[config.mk]
export PLATFORM = sky130hd
export DESIGN_NAME = l1_refill_ctrl_flat
export DESIGN_NICKNAME = d
export VERILOG_FILES = /design/src/rtl/l1_refill_ctrl_if.sv /design/src/rtl/l1_refill_ctrl.sv /design/src/flat_wrapper.sv
export SDC_FILE = /design/constraint.sdc
export NUM_CORES = 2
export LEC_CHECK = 0
export ABC_AREA = 1
export ABC_CLOCK_PERIOD_IN_PS = 8039
export BUFFER_PORTS_ARGS = -buffer_cell sky130_fd_sc_hd__buf_2
export CAP_MARGIN = 0
export CORE_ASPECT_RATIO = 0.8
export CORE_MARGIN = 2
export CORE_UTILIZATION = 50
export CTS_CLUSTER_SIZE = 10
export DETAILED_ROUTE_END_ITERATION = 10
export GPL_ROUTABILITY_DRIVEN = 0
export PLACE_DENSITY = 0.66
export SLEW_MARGIN = 20
export SYNTH_ARGS = -nofsm -noshare
export SYNTH_HDL_FRONTEND = slang
export SYNTH_SLANG_ARGS = --single-unit
[constraint.sdc]
create_clock -name clk -period 8.04 [get_ports clk]
set_clock_uncertainty 0.05 [all_clocks]
set_input_delay 0.402 -clock clk [delete_from_list [all_inputs] [get_ports clk]]
set_output_delay 0.402 -clock clk [all_outputs]
set_load 0.01 [all_outputs]
[src/rtl/l1_refill_ctrl_if.sv]
// l1_refill_ctrl_if
//   Bundles the core-side dmem port and the backing-memory port of the L1
//   data cache controller.
//   master : the environment (core plus backing memory). It drives the core request
//            and the memory response.
//   slave  : the cache controller. It drives the core response and the memory request.
//   Signals:
//     core_req/core_we/core_addr/core_wdata : core access request
//     core_rdata/core_wait                  : load data and core stall
//     mem_req/mem_we/mem_addr/mem_wdata     : backing-memory request
//     mem_rdata/mem_ack                     : backing-memory response
interface l1_refill_ctrl_if;
  logic        core_req;
  logic        core_we;
  logic [31:0] core_addr;
  logic [31:0] core_wdata;
  logic [31:0] core_rdata;
  logic        core_wait;
  logic        mem_req;
  logic        mem_we;
  logic [31:0] mem_addr;
  logic [31:0] mem_wdata;
  logic [31:0] mem_rdata;
  logic        mem_ack;

  modport master (
    output core_req, core_we, core_addr, core_wdata, mem_rdata, mem_ack,
    input  core_rdata, core_wait, mem_req, mem_we, mem_addr, mem_wdata
  );

  modport slave (
    input  core_req, core_we, core_addr, core_wdata, mem_rdata, mem_ack,
    output core_rdata, core_wait, mem_req, mem_we, mem_addr, mem_wdata
  );
endinterface

[src/rtl/l1_refill_ctrl.sv]
// l1_refill_ctrl
//   Direct-mapped, write-through, no-write-allocate L1 data cache controller.
//   Load hits return data in the same cycle. A load miss refills the whole line,
//   one beat at a time over the req/ack handshake, and then retries the lookup.
//   A store is written through to backing memory and updates the cached word
//   only when the line is present.
//   Ports:
//     clk        : clock; all state updates on posedge
//     reset      : synchronous, active-high
//     bus        : l1_refill_ctrl_if.slave (core port + backing-memory port)
//     hit_count  : load hits, 32-bit wrap-around
//     miss_count : load misses, 32-bit wrap-around
module l1_refill_ctrl #(
  parameter int LINES          = 16,
  parameter int WORDS_PER_LINE = 4
) (
  input  logic                   clk,
  input  logic                   reset,
  l1_refill_ctrl_if.slave        bus,
  output logic [31:0]            hit_count,
  output logic [31:0]            miss_count
);

  localparam int OFF_W = $clog2(WORDS_PER_LINE);
  localparam int IDX_W = $clog2(LINES);
  localparam int TAG_W = 30 - OFF_W - IDX_W;

  localparam logic [1:0] ST_IDLE   = 2'd0;
  localparam logic [1:0] ST_REFILL = 2'd1;
  localparam logic [1:0] ST_WRITE  = 2'd2;

  localparam logic [OFF_W-1:0] LAST_BEAT = OFF_W'(WORDS_PER_LINE - 1);
  localparam logic [OFF_W-1:0] BEAT_ONE  = OFF_W'(1);
  localparam logic [OFF_W-1:0] BEAT_ZERO = OFF_W'(0);

  logic [1:0]       state_r;
  logic [1:0]       state_nxt_s;
  logic [OFF_W-1:0] beat_r;
  logic [LINES-1:0] valid_r;
  logic [TAG_W-1:0] tag_arr_r [LINES];
  logic [31:0]      data_r    [LINES*WORDS_PER_LINE];
  logic [31:0]      hit_count_r;
  logic [31:0]      miss_count_r;

  logic [OFF_W-1:0] offset_s;
  logic [IDX_W-1:0] index_s;
  logic [TAG_W-1:0] tag_s;
  logic             hit_s;
  logic             last_ack_s;
  logic [31:0]      rd_word_s;
  logic             unused_addr_s;

  assign offset_s      = bus.core_addr[OFF_W+1:2];
  assign index_s       = bus.core_addr[IDX_W+OFF_W+1:OFF_W+2];
  assign tag_s         = bus.core_addr[31:IDX_W+OFF_W+2];
  assign hit_s         = valid_r[index_s] && (tag_arr_r[index_s] == tag_s);
  assign rd_word_s     = data_r[{index_s, offset_s}];
  assign last_ack_s    = bus.mem_ack && (beat_r == LAST_BEAT);
  assign unused_addr_s = ^bus.core_addr[1:0];

  assign hit_count  = hit_count_r;
  assign miss_count = miss_count_r;

  // Next-state decode plus combinational core and memory outputs.
  always_comb begin
    state_nxt_s    = state_r;
    bus.core_wait  = 1'b0;
    bus.core_rdata = rd_word_s;
    bus.mem_req    = 1'b0;
    bus.mem_we     = 1'b0;
    bus.mem_addr   = 32'd0;
    bus.mem_wdata  = 32'd0;
    case (state_r)
      ST_IDLE: begin
        if (bus.core_req) begin
          if (bus.core_we) begin
            bus.core_wait = 1'b1;
            state_nxt_s   = ST_WRITE;
          end else if (hit_s) begin
            bus.core_wait = 1'b0;
          end else begin
            bus.core_wait = 1'b1;
            state_nxt_s   = ST_REFILL;
          end
        end else begin
          bus.core_wait = 1'b0;
        end
      end
      ST_REFILL: begin
        bus.core_wait = 1'b1;
        bus.mem_req   = 1'b1;
        bus.mem_addr  = {tag_s, index_s, beat_r, 2'b00};
        if (last_ack_s) begin
          state_nxt_s = ST_IDLE;
        end else begin
          state_nxt_s = ST_REFILL;
        end
      end
      ST_WRITE: begin
        bus.mem_req   = 1'b1;
        bus.mem_we    = 1'b1;
        bus.mem_addr  = {bus.core_addr[31:2], 2'b00};
        bus.mem_wdata = bus.core_wdata;
        // The store retires in the ack cycle, so the stall drops right there.
        bus.core_wait = !bus.mem_ack;
        if (bus.mem_ack) begin
          state_nxt_s = ST_IDLE;
        end else begin
          state_nxt_s = ST_WRITE;
        end
      end
      default: begin
        state_nxt_s = ST_IDLE;
      end
    endcase
  end

  // FSM state, beat counter, line valid bits and hit/miss counters.
  always_ff @(posedge clk) begin
    if (reset) begin
      state_r      <= ST_IDLE;
      beat_r       <= BEAT_ZERO;
      valid_r      <= {LINES{1'b0}};
      hit_count_r  <= 32'd0;
      miss_count_r <= 32'd0;
    end else begin
      state_r <= state_nxt_s;
      case (state_r)
        ST_IDLE: begin
          if (bus.core_req && !bus.core_we) begin
            if (hit_s) begin
              hit_count_r <= hit_count_r + 32'd1;
            end else begin
              miss_count_r     <= miss_count_r + 32'd1;
              beat_r           <= BEAT_ZERO;
              // Drop the victim line while its words are overwritten.
              valid_r[index_s] <= 1'b0;
            end
          end
        end
        ST_REFILL: begin
          if (bus.mem_ack) begin
            beat_r <= beat_r + BEAT_ONE;
            if (beat_r == LAST_BEAT) begin
              valid_r[index_s] <= 1'b1;
            end
          end
        end
        default: begin
        end
      endcase
    end
  end

  // Tag and data arrays. They are not reset. A reset cycle only blocks writes.
  always_ff @(posedge clk) begin
    if (!reset) begin
      if (state_r == ST_REFILL && bus.mem_ack) begin
        data_r[{index_s, beat_r}] <= bus.mem_rdata;
        if (beat_r == LAST_BEAT) begin
          tag_arr_r[index_s] <= tag_s;
        end
      end else if (state_r == ST_WRITE && bus.mem_ack && hit_s) begin
        data_r[{index_s, offset_s}] <= bus.core_wdata;
      end
    end
  end

endmodule

[src/flat_wrapper.sv]
// flat-port wrapper written by rule: the top's interface ports become plain ports
module l1_refill_ctrl_flat 
#(
  parameter int LINES          = 16,
  parameter int WORDS_PER_LINE = 4
)
  (clk, reset, hit_count, miss_count, bus_core_req, bus_core_we, bus_core_addr, bus_core_wdata, bus_mem_rdata, bus_mem_ack, bus_core_rdata, bus_core_wait, bus_mem_req, bus_mem_we, bus_mem_addr, bus_mem_wdata);
  l1_refill_ctrl_if bus_i ();
  input  logic clk;
  input  logic reset;
  output logic [31:0] hit_count;
  output logic [31:0] miss_count;
  input wire logic [$bits(bus_i.core_req)-1:0] bus_core_req;
  input wire logic [$bits(bus_i.core_we)-1:0] bus_core_we;
  input wire logic [$bits(bus_i.core_addr)-1:0] bus_core_addr;
  input wire logic [$bits(bus_i.core_wdata)-1:0] bus_core_wdata;
  input wire logic [$bits(bus_i.mem_rdata)-1:0] bus_mem_rdata;
  input wire logic [$bits(bus_i.mem_ack)-1:0] bus_mem_ack;
  output wire logic [$bits(bus_i.core_rdata)-1:0] bus_core_rdata;
  output wire logic [$bits(bus_i.core_wait)-1:0] bus_core_wait;
  output wire logic [$bits(bus_i.mem_req)-1:0] bus_mem_req;
  output wire logic [$bits(bus_i.mem_we)-1:0] bus_mem_we;
  output wire logic [$bits(bus_i.mem_addr)-1:0] bus_mem_addr;
  output wire logic [$bits(bus_i.mem_wdata)-1:0] bus_mem_wdata;
  assign bus_i.core_req = bus_core_req;
  assign bus_i.core_we = bus_core_we;
  assign bus_i.core_addr = bus_core_addr;
  assign bus_i.core_wdata = bus_core_wdata;
  assign bus_i.mem_rdata = bus_mem_rdata;
  assign bus_i.mem_ack = bus_mem_ack;
  assign bus_core_rdata = bus_i.core_rdata;
  assign bus_core_wait = bus_i.core_wait;
  assign bus_mem_req = bus_i.mem_req;
  assign bus_mem_we = bus_i.mem_we;
  assign bus_mem_addr = bus_i.mem_addr;
  assign bus_mem_wdata = bus_i.mem_wdata;
  l1_refill_ctrl #(.LINES(LINES), .WORDS_PER_LINE(WORDS_PER_LINE)) u_core (.clk(clk), .reset(reset), .bus(bus_i), .hit_count(hit_count), .miss_count(miss_count));
endmodule
Yosys cells after proc, flatten, opt, wreduce, memory -nomap -nowiden
Memory sizes are Yosys's and may differ from the RTL's. Cells that the tools add are included.

Bits in registers: 84. Memory bits (writable): 2432. Output and inout port bits: 163. Word-level logic and storage cells: 85. Memories kept: 2.

Add/subtract/negate cells: 3. $lt $le $gt $ge: 2. Equal/unequal tests: 10. Muxes and demuxes: 41. Bitwise logic cells: 4. Reduce and logical (&&, ||, !) cells: 18.

Memory list: u_core.data_r (depth 64, bits a word 32, read ports 1, clocked after Yosys merged registers in 0, wr ports 1, line l1_refill_ctrl.sv:41) `logic [31:0] data_r [LINES*WORDS_PER_LINE];`; u_core.tag_arr_r (depth 16, bits a word 24, read ports 1, clocked after Yosys merged registers in 0, wr ports 1, line l1_refill_ctrl.sv:40) `logic [TAG_W-1:0] tag_arr_r [LINES];`.

Operators with widths (count): 32-bit by 1-bit adder with 32-bit output (second input constant) (2); 16-bit two-way mux (4); 32-bit two-way mux (2); 32-bit one-hot mux with 2 select lines (1); 16-bit one-hot mux with 2 select lines (1); 32-bit OR reduction (1); 24-bit equality test (1); 1-bit two-way mux (20); 16-bit bitwise AND (1); 16-bit NOT (1); 16-bit bitwise OR (1); 2-bit two-way mux (7); 1-bit logical AND (7); 6-bit two-way mux (1); 2-bit != test (second input constant) (3); 2-bit one-hot mux with 3 select lines (1); 3-bit AND reduction (2); 4-bit by 5-bit < comparator with 1-bit output (second input constant) (1); 5-bit AND reduction (1); 1-bit binary-select mux with 4-bit select (1); 1-bit demux with 4-bit select (1); 2-bit equality test (second input constant) (2); 4-bit by 1-bit >= comparator with 1-bit output (second input constant) (1); 2-bit by 1-bit != test with 1-bit output (second input constant) (2); 12 further kinds (13).

Depth between registers and ports, before layout
Depth in word-level cells: 10. Gate-level depth with buffers: 24. Depth with buffers taken out: 22.

Worst setup path before layout
No wires, ideal clock.

Path type: input to register. From: input bus_core_addr[5]. To: memory u_core.data_r[10][0] (enable). Data arrival time: 3.693 ns. Required time: 7.569 ns. Path slack: 3.875 ns. Stages on the path: 19. Path buffers: 2. Cell sequence: buf_4 -> nand2_2 -> inv_2 -> buf_4 -> nand2_1 -> nand3_1 -> nand2_1 -> nand2_1 -> nor2_1 -> nand2_1 -> nand2_1 -> nand2_1 -> nor2_1 -> nand2_1 -> nor2_1 -> nand3_1 -> nand2_4 -> nand3_2 -> nor2_1.

Word-level cells in the longest chain between the ends: 10. Elaborated cells on any way between the ends: 13. Classes of those cells: 1 x eq/ne; 8 x mux; 3 x reduce/logical; 1 x memory.

RTL lines: start: declaration (line flat_wrapper.sv:15) `input wire logic [$bits(bus_i.core_addr)-1:0] bus_core_addr;`; memory 16 x 24 bit / 1-bit binary-select mux with 4-bit select (equally long branches); 24-bit equality test / 1-bit two-way mux (equally long branches) (line l1_refill_ctrl.sv:56) `assign hit_s = valid_r[index_s] && (tag_arr_r[index_s] == tag_s);`; 1-bit logical AND (line l1_refill_ctrl.sv:56); 1-bit logical AND (line l1_refill_ctrl.sv:163) `end else if (state_r == ST_WRITE && bus.mem_ack && hit_s) begin`; 1-bit two-way mux (line l1_refill_ctrl.sv:163); 1-bit two-way mux (line l1_refill_ctrl.sv:158) `if (state_r == ST_REFILL && bus.mem_ack) begin`; 1-bit two-way mux (line l1_refill_ctrl.sv:157) `if (!reset) begin`; 1-bit two-way mux (not written as such) (line l1_refill_ctrl.sv:164) `data_r[{index_s, offset_s}] <= bus.core_wdata;`; 32-bit OR reduction (no source line); 6-bit two-way mux (no source line) / 1-bit two-way mux (equally long branches); end: declaration (line l1_refill_ctrl.sv:41).

Parallel ways exist; a longest one is shown, timed or not. The select of a mux whose other input is x is not followed.

Worst setup path after layout
From: input bus_core_addr[5]. To: memory u_core.data_r[34][21] (enable).

Same word-level chain as after synthesis.

==> impl_metrics.tcl <==
set metrics [dict create \
    status "finished, final reports clean" \
    finalSetupTns_ns 0 \
    ant_nets 0 \
    pin_count 264 \
    crit_fanout 64 \
    clkTransAtPathRegs_ns 0.06 \
    grt_max_degree 211 \
    grt_pass1_wl_um 430700 \
    synthDistinctLibCells 40 \
    start_util_pct 50.44 \
    fp.dieArea_sq_um 206600 \
    worst_pin_slew_ns 1.261 \
    h-tree-depth 5 \
    routed_via_density 6.146 \
    synth.top_cells.by_count "edfxtp_1 (2432), nand2_1 (1673), nor2_1 (1337)" \
    busiest_layer "met2" \
    cp.required_ns 8.57 \
    cts_buffers 302 \
    min_path_cells 3 \
    maxCapViolCount 0 \
    cp.arrival_ns 6.10 \
    drt_first_pass_iters 6 \
    num_vias 70260 \
    rows 147 \
    grtUsageTotal_pct 28.17 \
    grtUsageMet2_pct 41.78 \
    grt_pass1_vias 64690 \
    yosys.area.top_type "edfxtp_1" \
    dieHeight_um 407.0 \
    hold_viol_final 0 \
    power_density_nw_per_um2 243.3 \
    drtIter0Drc 10180 \
    yosysSeqAreaShare_pct 73.62 \
    synth_compound_gate_area_share_pct 10.28 \
    cts_sinks 2516 \
    setup_viol 0 \
    synth_area_leaders "edfxtp_1 (72%), nand2_1 (6.2%), o21ai_0 (5.2%), nor2_1 (4.9%), o22ai_1 (3.1%)" \
    routed_wl_um 298100 \
    synthArstFlopShare_pct 0 \
    muxShareOfSynthArea_pct 0 \
    cts_tree "built" \
    use_met1_pct 41.23 \
    fmax_ghz 0.1795 \
    cp-start-kind "input pin" \
    clk_latency_ns 0.92 \
    rr_worst_depth 18 \
    synth-edff-count 2432 \
    syn_area_sq_um 101500 \
    yosys.area_share.simple_pct 12.87 \
    synth_fa_ha_area_share_pct 0.08630 \
    area_growth_pct 13.25 \
    syn_inst 8421 \
    yosysMostFrequentCell "edfxtp_1" \
    synthXorXnorAreaFrac_pct 0.5264 \
    cts_max_path_buffers 4 \
    drive_gt1_share_pct 10.74 \
    leakagePower_nw 39.09 \
    max_slew_margin_pct 15.65 \
    yosysTopAreaCellShare_pct 71.96 \
    overflow 0 \
    portBuffers 259 \
    cp-end-kind "flip-flop" \
    root_buffer "clkbuf_16" \
    slew_violations 0 \
    die_x_um 507.7 \
    post-route-util_pct 57.12 \
    wl_per_cell_um 26.08 \
    coreArea_sq_um 201200 \
    ys.flop_type "edfxtp_1" \
    syn_area_per_cell_sq_um 12.05 \
    ys_warn_count 0 \
    placed_area_sq_um 106500 \
    finish.instance_area_sq_um 114900 \
    drt_drc_violations_left 0 \
    grtUsageMet3_pct 5.506 \
    synth-seq-cells 2516 \
    post-route-period-util_pct 69.29 \
    critPathKind "input pin to flip-flop" \
    synth_top_family_by_area "simple AND/OR/NAND/NOR gates" \
    grt_setup_unrepaired "no" \
    hold_class "input pin to flip-flop" \
    period_needed_ns 5.571 \
    dpl.hpwl_um 164600 \
    antenna_found_initial 6 \
    nets 8805 \
    peakVddDrop_mv 0.2426 \
]
-- placed cells by master, fill, tap and decap left out, drive strengths merged, types with 6 or more instances in the layout --
| master | Yosys | final |
|---|---|---|
| a21oi | 116 | 116 |
| a221oi | 42 | 42 |
| a22o | 56 | 56 |
| a22oi | 10 | 10 |
| a41oi | 20 | 20 |
| buf | 101 | 459 |
| clkbuf | 428 | 343 |
| dfxtp | 84 | 84 |
| dlygate4sd3 | 0 | 41 |
| edfxtp | 2432 | 2432 |
| ha | 7 | 7 |
| inv | 150 | 157 |
| nand2 | 1676 | 1676 |
| nand3 | 115 | 115 |
| nand4 | 108 | 108 |
| nor2 | 1339 | 1339 |
| nor3 | 52 | 52 |
| nor4 | 18 | 18 |
| o2111ai | 14 | 14 |
| o21ai | 1065 | 1065 |
| o221ai | 6 | 6 |
| o22ai | 507 | 507 |
| xnor2 | 17 | 17 |
| xor2 | 44 | 44 |
-- sequential cells by signal, indices dropped and copies added (netlist names), named ones only --
signal and flops:
u_core.data_r 2048, u_core.tag_arr_r 384, u_core.hit_count 32, u_core.miss_count 32
u_core.beat_r 2, u_core.state_r 2
-- path summary, 6_finish.rpt --
kind | to | startpoint | slack [ns]
max | u_core.data_r[34][21] | bus_core_addr[5] | 2.47
min | u_core.hit_count[0] | reset | 0.11
max reg2reg | u_core.data_r[34][21] | u_core.tag_arr_r[5][5] | 3.18
min reg2reg | u_core.miss_count[31] | u_core.miss_count[31] | 0.45
-- cell type report --
class | instances | area (sq um)
Tap cell | 2682 | 3356
Clock buffer | 343 | 7881
Inverter | 152 | 600.6
Clock inverter | 9 | 72.57
Antenna cell | 5 | 12.51
Fill cell | 16050 | 86280
Multi-Input combinational cell | 5225 | 24890
Timing Repair Buffer | 500 | 3406
Sequential cell | 2516 | 74710
-- routing by layer --
layer | part of all wire (%) | routed length, um | up-vias
met5 | 0.019 | 57 | -
met4 | 3.9 | 11550 | 8
met3 | 11 | 33930 | 641
met2 | 44 | 132400 | 4237
met1 | 40 | 120200 | 34550
li1 | - | - | 30830
-- metrics by stage --
step / hold WS (ns) / worst slack (ns) / power [mW] / std cells
final: 0.1068 / 2.469 / 27.96 / 11430
after global routing: 0.1192 / 2.409 / 28.64 / 11430
after CTS: 0.04797 / 2.720 / 28.00 / 11420
after detailed placement: 0.4353 / 1.811 / 16.46 / 11030
after global placement: 0.4251 / 1.867 / 16.42 / 11030
after floorplan: 0.4230 / 3.875 / 15.71 / 8422
-- timing repair --
item | CTS | global route
resized for setup | 0 | 0
hold endpoints to repair | 404 | 2
buffers inserted | 0 | 0
endpoints found under the setup margin | 0 | 0
hold buffers | 39 | 2
-- power by group --
part	total, mW	switching (mW)	leakage, nW	internal (mW)
Clock	11.7	4.89	3.90	6.82
Sequential	14.4	0.0124	22.5	14.4
Combinational	1.85	1.40	12.7	0.447
-- cell families after synthesis --
| kind of cell | count (synthesis) |
|---|---|
| xor gates and xnor gates | 61 |
| DFF | 2516 |
| buffers and inverters | 681 |
| adders and majority gates | 7 |
| other | 1 |
| and+or+nand+nor | 3310 |
| AOI/OAI and AO/OA | 1845 |
-- worst max-delay path, cell delays in order --
cell and delay [ns]:
buf_2 0.54, nand2_2 0.49, inv_6 0.73, nand2_1 0.11
nand3_1 0.12, nand2_1 0.05, nand2_1 0.18, nor2_1 0.08
nand2_1 0.06, nand2_1 0.11, nor2_1 0.14, nand3_1 0.08
nor2_1 0.49, nand4_1 0.16, nand2_1 0.35, nand3_2 0.51
nor2_4 0.96, buf_4 0.46
Note: power is estimated with default switching activity, not from simulation.
